$ cat src/rtl/fm_gd_loader.sv
// fm_gd_loader: streams words round-robin into NUM_COL fm buffers, then NUM_COL guard buffers.
// Define LOADER_STALL_CNT_EN to build the input-starvation counter on stall_cnt.
module fm_gd_loader #(
    parameter int NUM_COL = 4,
    parameter int DEPTH = 256,
    parameter int DATA_W = 72,
    localparam int AW = $clog2(DEPTH)
) (
    input  logic                      clk,
    input  logic                      rst,
    input  logic                      cmd_valid,
    output logic                      cmd_ready,
    input  logic [AW:0]               cmd_fm_len,
    input  logic [AW:0]               cmd_gd_len,
    input  logic                      in_valid,
    output logic                      in_ready,
    input  logic [DATA_W-1:0]         in_data,
    output logic [NUM_COL*AW-1:0]     load_fm_wr_addr,
    output logic [NUM_COL*DATA_W-1:0] load_fm_din,
    output logic [NUM_COL-1:0]        load_fm_wr_en,
    output logic [NUM_COL*AW-1:0]     load_gd_wr_addr,
    output logic [NUM_COL*DATA_W-1:0] load_gd_din,
    output logic [NUM_COL-1:0]        load_gd_wr_en,
    output logic                      busy,
    output logic                      done,
    output logic [15:0]               stall_cnt
);
    localparam int CW = NUM_COL > 1 ? $clog2(NUM_COL) : 1;

    typedef enum logic [1:0] {IDLE, FM, GD, FIN} state_t;

    state_t                            r_state, w_next;
    logic [AW:0]                       r_fm_len, r_gd_len;
    logic [AW:0]                       w_fm_len, w_gd_len, w_len;
    logic [CW-1:0]                     r_col;
    logic [AW-1:0]                     r_addr;
    logic                              w_accept, w_xfer, w_last;
    logic [NUM_COL-1:0][AW-1:0]        r_fm_addr, r_gd_addr;
    logic [NUM_COL-1:0][DATA_W-1:0]    r_fm_din, r_gd_din;
    logic [NUM_COL-1:0]                r_fm_wr_en, r_gd_wr_en;

    assign w_fm_len = (cmd_fm_len > (AW+1)'(DEPTH)) ? (AW+1)'(DEPTH) : cmd_fm_len;
    assign w_gd_len = (cmd_gd_len > (AW+1)'(DEPTH)) ? (AW+1)'(DEPTH) : cmd_gd_len;
    assign cmd_ready = r_state == IDLE;
    assign in_ready = r_state == FM || r_state == GD;
    assign busy = r_state != IDLE;
    assign done = r_state == FIN;
    assign w_accept = cmd_valid && cmd_ready;
    assign w_xfer = in_valid && in_ready;
    assign w_len = r_state == FM ? r_fm_len : r_gd_len;
    // Last word of a phase: final column of the final row of that phase.
    assign w_last = r_col == CW'(NUM_COL - 1) && {1'b0, r_addr} == w_len - 1'b1;

    assign load_fm_wr_addr = r_fm_addr;
    assign load_fm_din = r_fm_din;
    assign load_fm_wr_en = r_fm_wr_en;
    assign load_gd_wr_addr = r_gd_addr;
    assign load_gd_din = r_gd_din;
    assign load_gd_wr_en = r_gd_wr_en;

    always_comb begin
        w_next = r_state;
        case (r_state)
            IDLE: if (w_accept) w_next = w_fm_len != '0 ? FM : w_gd_len != '0 ? GD : FIN;
            FM:   if (w_xfer && w_last) w_next = r_gd_len != '0 ? GD : FIN;
            GD:   if (w_xfer && w_last) w_next = FIN;
            FIN:  w_next = IDLE;
            default: w_next = IDLE;
        endcase
    end

    always_ff @(posedge clk) begin
        if (rst) begin
            r_state <= IDLE;
            r_fm_len <= '0;
            r_gd_len <= '0;
            r_col <= '0;
            r_addr <= '0;
            r_fm_addr <= '0;
            r_gd_addr <= '0;
            r_fm_din <= '0;
            r_gd_din <= '0;
            r_fm_wr_en <= '0;
            r_gd_wr_en <= '0;
        end else begin
            r_state <= w_next;
            r_fm_wr_en <= '0;
            r_gd_wr_en <= '0;
            if (w_accept) begin
                r_fm_len <= w_fm_len;
                r_gd_len <= w_gd_len;
                r_col <= '0;
                r_addr <= '0;
            end
            if (w_xfer) begin
                if (w_last) begin
                    r_col <= '0;
                    r_addr <= '0;
                end else if (r_col == CW'(NUM_COL - 1)) begin
                    r_col <= '0;
                    r_addr <= r_addr + 1'b1;
                end else begin
                    r_col <= r_col + 1'b1;
                end
                if (r_state == FM) begin
                    r_fm_wr_en[r_col] <= 1'b1;
                    r_fm_addr[r_col] <= r_addr;
                    r_fm_din[r_col] <= in_data;
                end else begin
                    r_gd_wr_en[r_col] <= 1'b1;
                    r_gd_addr[r_col] <= r_addr;
                    r_gd_din[r_col] <= in_data;
                end
            end
        end
    end

`ifdef LOADER_STALL_CNT_EN
    logic [15:0] r_stall;

    always_ff @(posedge clk) begin
        if (rst || w_accept)
            r_stall <= '0;
        else if (in_ready && !in_valid && r_stall != 16'hFFFF)
            r_stall <= r_stall + 16'd1;
    end

    assign stall_cnt = r_stall;
`else
    assign stall_cnt = '0;
`endif

endmodule

$ cat config.mk
export PLATFORM = sky130hd
export DESIGN_NAME = fm_gd_loader
export DESIGN_NICKNAME = d
export VERILOG_FILES = /design/src/rtl/fm_gd_loader.sv
export SDC_FILE = /design/constraint.sdc
export NUM_CORES = 1
export LEC_CHECK = 0
export ABC_AREA = 0
export BUFFER_PORTS_ARGS = -buffer_cell sky130_fd_sc_hd__buf_2
export CORE_AREA = 5 5 293 295
export DETAILED_ROUTE_END_ITERATION = 7
export DIE_AREA = 0 0 298 300
export PLACE_DENSITY = 0.59
export SYNTH_ARGS = -nofsm -noshare
export SYNTH_HDL_FRONTEND = slang
export SYNTH_SLANG_ARGS = --single-unit
$ cat constraint.sdc
create_clock -name clk -period 3.55 [get_ports clk]
set_clock_uncertainty 0.15 [all_clocks]
set_input_delay 0.71 -clock clk [delete_from_list [all_inputs] [get_ports clk]]
set_output_delay 0.71 -clock clk [all_outputs]
set_load 0.02 [all_outputs]
---- After elaboration in Yosys (flattened, before gate mapping) ----
Cells that the tools add are included.
operators by class
  mux-type cells .......................... 28
  bitwise gates (word level) .............. 2
  multipliers ............................. 0
  divide/modulo/power cells ............... 0
  add/sub/neg operators ................... 3
  equality and inequality tests ........... 8
  shift operators ......................... 0
  order comparisons ....................... 4
  reduce and logical (&&, ||, !) cells .... 17
operators with widths
  kind                   count
  $bwmux W288            2
  $demux W72 S2          1
  $mux W72               1
  $bwmux W32             2
  $mux W8                5
  $mux W9                3
  $reduce_bool A9 Y1     3
  $gt A9 B9 Y1 const B   2
  $demux W8 S2           1
  $mux W2                8
  $eq A8 B9 Y1           1
  $sub A9 B1 Y9 const B  1
  $add A8 B1 Y8 const B  1
  $pmux W2 S4            1
  $eq A2 B2 Y1 const B   3
  $ne A2 B1 Y1 const B   3
  $reduce_or A3 Y1       2
  $logic_and A1 B1 Y1    5
  $reduce_and A2 Y1      2
  $reduce_bool A2 Y1     2
  $lt A2 B3 Y1 const B   1
  $mux W1                3
  $reduce_and A3 Y1      1
  $add A2 B1 Y2 const B  1
  6 further kinds        7
word-level totals
  output and inout port bits .............. 668
  latch bits .............................. 0
  memories kept ........................... 0
  flip-flop bits (word level) ............. 678
  bits in read-only memories .............. 0
  input port bits ......................... 94
  bits in writable memories ............... 0

---- Logic depth before layout (Yosys ltp) ----
  depth in word-level cells ............... 8
  gate-level depth with buffers ........... 13
  mapped depth without buffers ............ 11

---- Least setup slack after synthesis ----
OpenSTA, ideal clock, no wires.
  kind .................................... flip-flop to flip-flop
  from .................................... register r_state[1]
  to ...................................... register r_state[1]
  cell stages (with the launch flop) ...... 14
  library setup time ...................... 121 ps
  data required time ...................... 3279 ps
  data arrival time ....................... 2812 ps
  path slack .............................. 467 ps
  path buffers ............................ 2
  path through ............................ dfxtp_1 inv_1 ha_1 buf_2 buf_1 mux2i_1 ha_1 xor2_1 xnor2_1 nor3_1 nand4_1 nor4_4 a31oi_2 mux2_4
between the ends
  word-level cells in the longest chain between the ends .. 8
  elaborated cells between the ends (all ways) .. 17
ends and longest elaborated chain
  element                             RTL line    text
  start: declaration                  32          state_t r_state, w_next;
  start signal: assignment            86          r_state <= w_next;
  $eq A2 B1 Y1                        45, 50, 63
  $mux W9                             50          assign w_len = r_state == FM ? r_fm_len : r_gd_len;
  $sub A9 B1 Y9                       52          assign w_last = r_col == CW'(NUM_COL - 1) && {1'b0, r_addr} == w_len - 1'b1;
  $eq A8 B9 Y1                        52
  $logic_and A1 B1 Y1                 52
  $logic_and A1 B1 Y1                 65, 66
  $ne A2 B1 Y1 (no source line)       --
  $reduce_and A3 Y1 (no source line)  --
Several ways; a longest one is shown, not always the timed one.
A chain may end at the register's enable or synchronous reset.

---- Worst setup path in the final report ----
Same ends and word-level chain as after synthesis.

==> results.sh <==
export IMPL_synthMuxAreaShare_pct=0.523
export IMPL_dr_wl_met2_um=45500
export IMPL_crit_chain="inv_1, ha_1, mux2i_1, ha_1, xor2_1, xnor2_1, nor3_1, nand4_1, nor4_4, a31oi_2, mux2_4"
export IMPL_synth_top_area_share_pct=55.7
export IMPL_slowest_stage="nor4_4"
export IMPL_netlist_area_mm2=0.0244
export IMPL_wl_met3_um=8040
export IMPL_routed_wl_um=96500
export IMPL_n_antenna_cell=0
export IMPL_ctsHoldBuffers=0
export IMPL_route_detailed_drc=0
export IMPL_irDropWorstVdd_mv=0.413
export IMPL_synth_cells=3143
export IMPL_setup_violations=0
export IMPL_arrival_ps=3400
export IMPL_grt_setup_unrepaired="false"
export IMPL_hold_viol=0
export IMPL_cpMostUsedCell="ha_1"
export IMPL_crit_type="reg2reg"
export IMPL_antenna_found_initial=2
export IMPL_ys_warn_count=0
export IMPL_synthSimpleGateAreaFrac_pct=22.7
export IMPL_power_density_mw_per_mm2=596
export IMPL_drive_gt1_share_pct=25.1
export IMPL_cts_resized_gates=0
export IMPL_synth_compound_gate_area_share_pct=14.3
export IMPL_status="complete, no violations"
export IMPL_grt_max_degree=95
export IMPL_start_kind="flip-flop"
export IMPL_clockBufferDepth=3
export IMPL_synthFlopType="dfxtp_1"
export IMPL_worst_slew_pin_slew_ps=1280
export IMPL_synth_seq_cells=678
export IMPL_core_area_mm2=0.0829
export IMPL_hold_class="in2reg"
export IMPL_drtIter0Drc=1647
export IMPL_post_route_period_util_pct=85.8
export IMPL_ys_types=46
export IMPL_max_freq_ghz=0.328
export IMPL_ys_seq_area_share_pct=55.7
export IMPL_maxSlewViolCount=0
export IMPL_htreeDepth=3
export IMPL_fin_area_mm2=0.0316
export IMPL_post_cts_setup_buffers=0
export IMPL_die_area_mm2=0.0894
export IMPL_grt_ovfl_total=0
export IMPL_synth_fa_ha_area_share_pct=0.513
export IMPL_io_buffers=745
export IMPL_yosysMostFrequentCell="nand2_1"
export IMPL_synth_top_family_by_area="simple AND/OR/NAND/NOR gates"
export IMPL_synthXorXnorAreaFrac_pct=0.575
export IMPL_post_dp_cell_area_mm2=0.0290
export IMPL_die_height_um=300
export IMPL_cts_root_buffer="clkbuf_16"
export IMPL_grt_pass1_wl_um=142000
export IMPL_cts_sinks=678
export IMPL_die_x_um=298
export IMPL_ff2ff_setup_slack_ps=500
export IMPL_cts_tree="yes"
export IMPL_rows=106
export IMPL_synth_area_top_cells="dfxtp_1 (56%), nand2_1 (20%), a21oi_1 (14%), clkbuf_1 (3.5%), buf_2 (1.5%)"
export IMPL_clk_pin_slew_ps=60
export IMPL_hold_slack_ps=240
export IMPL_post_drt_via_cell_ratio=4.77
export IMPL_wl_per_cell_um=19.9
export IMPL_dpl_hpwl_um=63700
export IMPL_ios=762
export IMPL_cp_max_fo=6
export IMPL_synth_commonest_cells="nand2_1 (1316), dfxtp_1 (678), a21oi_1 (672)"
export IMPL_fin_nets=3820
export IMPL_final_antenna_net_count=0
export IMPL_period_needed_ps=3050
export IMPL_synth_async_reset_ratio_pct=0
export IMPL_start_util_pct=29.4
export IMPL_clock_latency_ps=610
export IMPL_firstDrtPassIters=5
export IMPL_drv_cap=0
export IMPL_synth_edf_count=0
export IMPL_grt_pass1_vias=22000
export IMPL_track_usage_pct=20.3
export IMPL_p_leak_nw=13.0
export IMPL_wl_met1_um=38700
export IMPL_area_growth_pct=29.5
export IMPL_cp_end_kind="flip-flop"
export IMPL_tns_ps=0
export IMPL_synth_top_area_cell="dfxtp_1"
export IMPL_routed_top_layer="met5"
export IMPL_relSlewSlack_pct=14.3
export IMPL_gp_congestion=0.826
export IMPL_crit_required_ps=3900
export IMPL_numCtsBuffers=76
export IMPL_slowest_delay_ps=360
export IMPL_avgSynthCellArea_um2=7.76
export IMPL_num_vias=23200
routing by layer:
| metal | track usage (%) | vias up |
|---|---|---|
| li1 | - | 11200 |
| met1 | 24.5 | 10900 |
| met2 | 34.0 | 916 |
| met3 | 6.00 | 205 |
| met4 | 8.23 | 2 |
| met5 | 0 | - |
stage by stage:
step / setup slack [ps] / cells / total power, mW / util [%]
CTS: 490 / 4855 / 19.0 / 38.1
floorplan: 467 / 3158 / 9.83 / -
finish: 502 / 4855 / 18.8 / 38.1
global placement: 539 / 4718 / 10.8 / 34.9
detailed placement: 501 / 4718 / 10.8 / 34.9
global route: 217 / 4855 / 19.5 / 38.1
power breakdown:
part | internal (mW) | switching (mW)
logic | 0.737 | 1.84
registers | 7.92 | 0.172
clock network | 4.78 | 3.36
worst max-delay path: cells and delay by family, from the launching register on:
kind	cells	cell delay, ps
AOI/OAI and AO/OA	1	190
xor gates and xnor gates	2	260
adders and majority gates	2	540
buffers and inverters	1	90
DFF	1	330
muxes	2	650
and+or+nand+nor	3	730
registers in the layout, summed over array words and instances (netlist names):
| name | cells |
|---|---|
| r_gd_len | 9 |
| r_col | 2 |
| r_state | 2 |
| r_fm_len | 9 |
| load_gd_wr_addr | 32 |
| load_gd_din | 288 |
| r_addr | 8 |
| load_fm_wr_addr | 32 |
| load_gd_wr_en | 4 |
| load_fm_wr_en | 4 |
| load_fm_din | 288 |
path summary, 6_finish.rpt:
check / cells past startpoint / start / to
hold / removal: 3 / cmd_gd_len[0] / r_gd_len[0]
hold reg to reg: 2 / load_fm_din[85] / load_fm_din[85]
setup / recovery: 11 / r_state[1] / r_state[1]
setup reg to reg: 11 / r_state[1] / r_state[1]
final cells by class:
| type | count | area [µm²] |
|---|---|---|
| Timing Repair Buffer | 800 | 4410 |
| Clock buffer | 112 | 2230 |
| Tap cell | 1080 | 1350 |
| Clock inverter | 25 | 395 |
| Inverter | 7 | 26.3 |
| Multi-Input combinational cell | 2153 | 9590 |
| Sequential cell | 678 | 13600 |
| Fill cell | 8625 | 51300 |
layout by cell type (no fill, tap or decap), types with 8 or more instances in the layout:
cell type	instances
nor2_1	21
mux2i_1	9
clkbuf_1	17
clkbuf_8	19
dfxtp_1	678
conb_1	16
clkinv_2	9
clkbuf_16	76
xor2_1	8
buf_2	744
buf_12	21
a21oi_1	672
xnor2_1	8
nand2_1	1313
nand3b_1	16
buf_4	34
ha_1	10
logic make-up after synthesis:
kind of cell,Yosys count
AND/OR/NAND/NOR,1409
other,1
multiplexers,11
AO/OA/AOI/OAI,691
XOR/XNOR,16
adder cells (fa/ha/maj),10
flip-flops,678
buffers and inverters,327
Power figures use the tool's default switching activity.
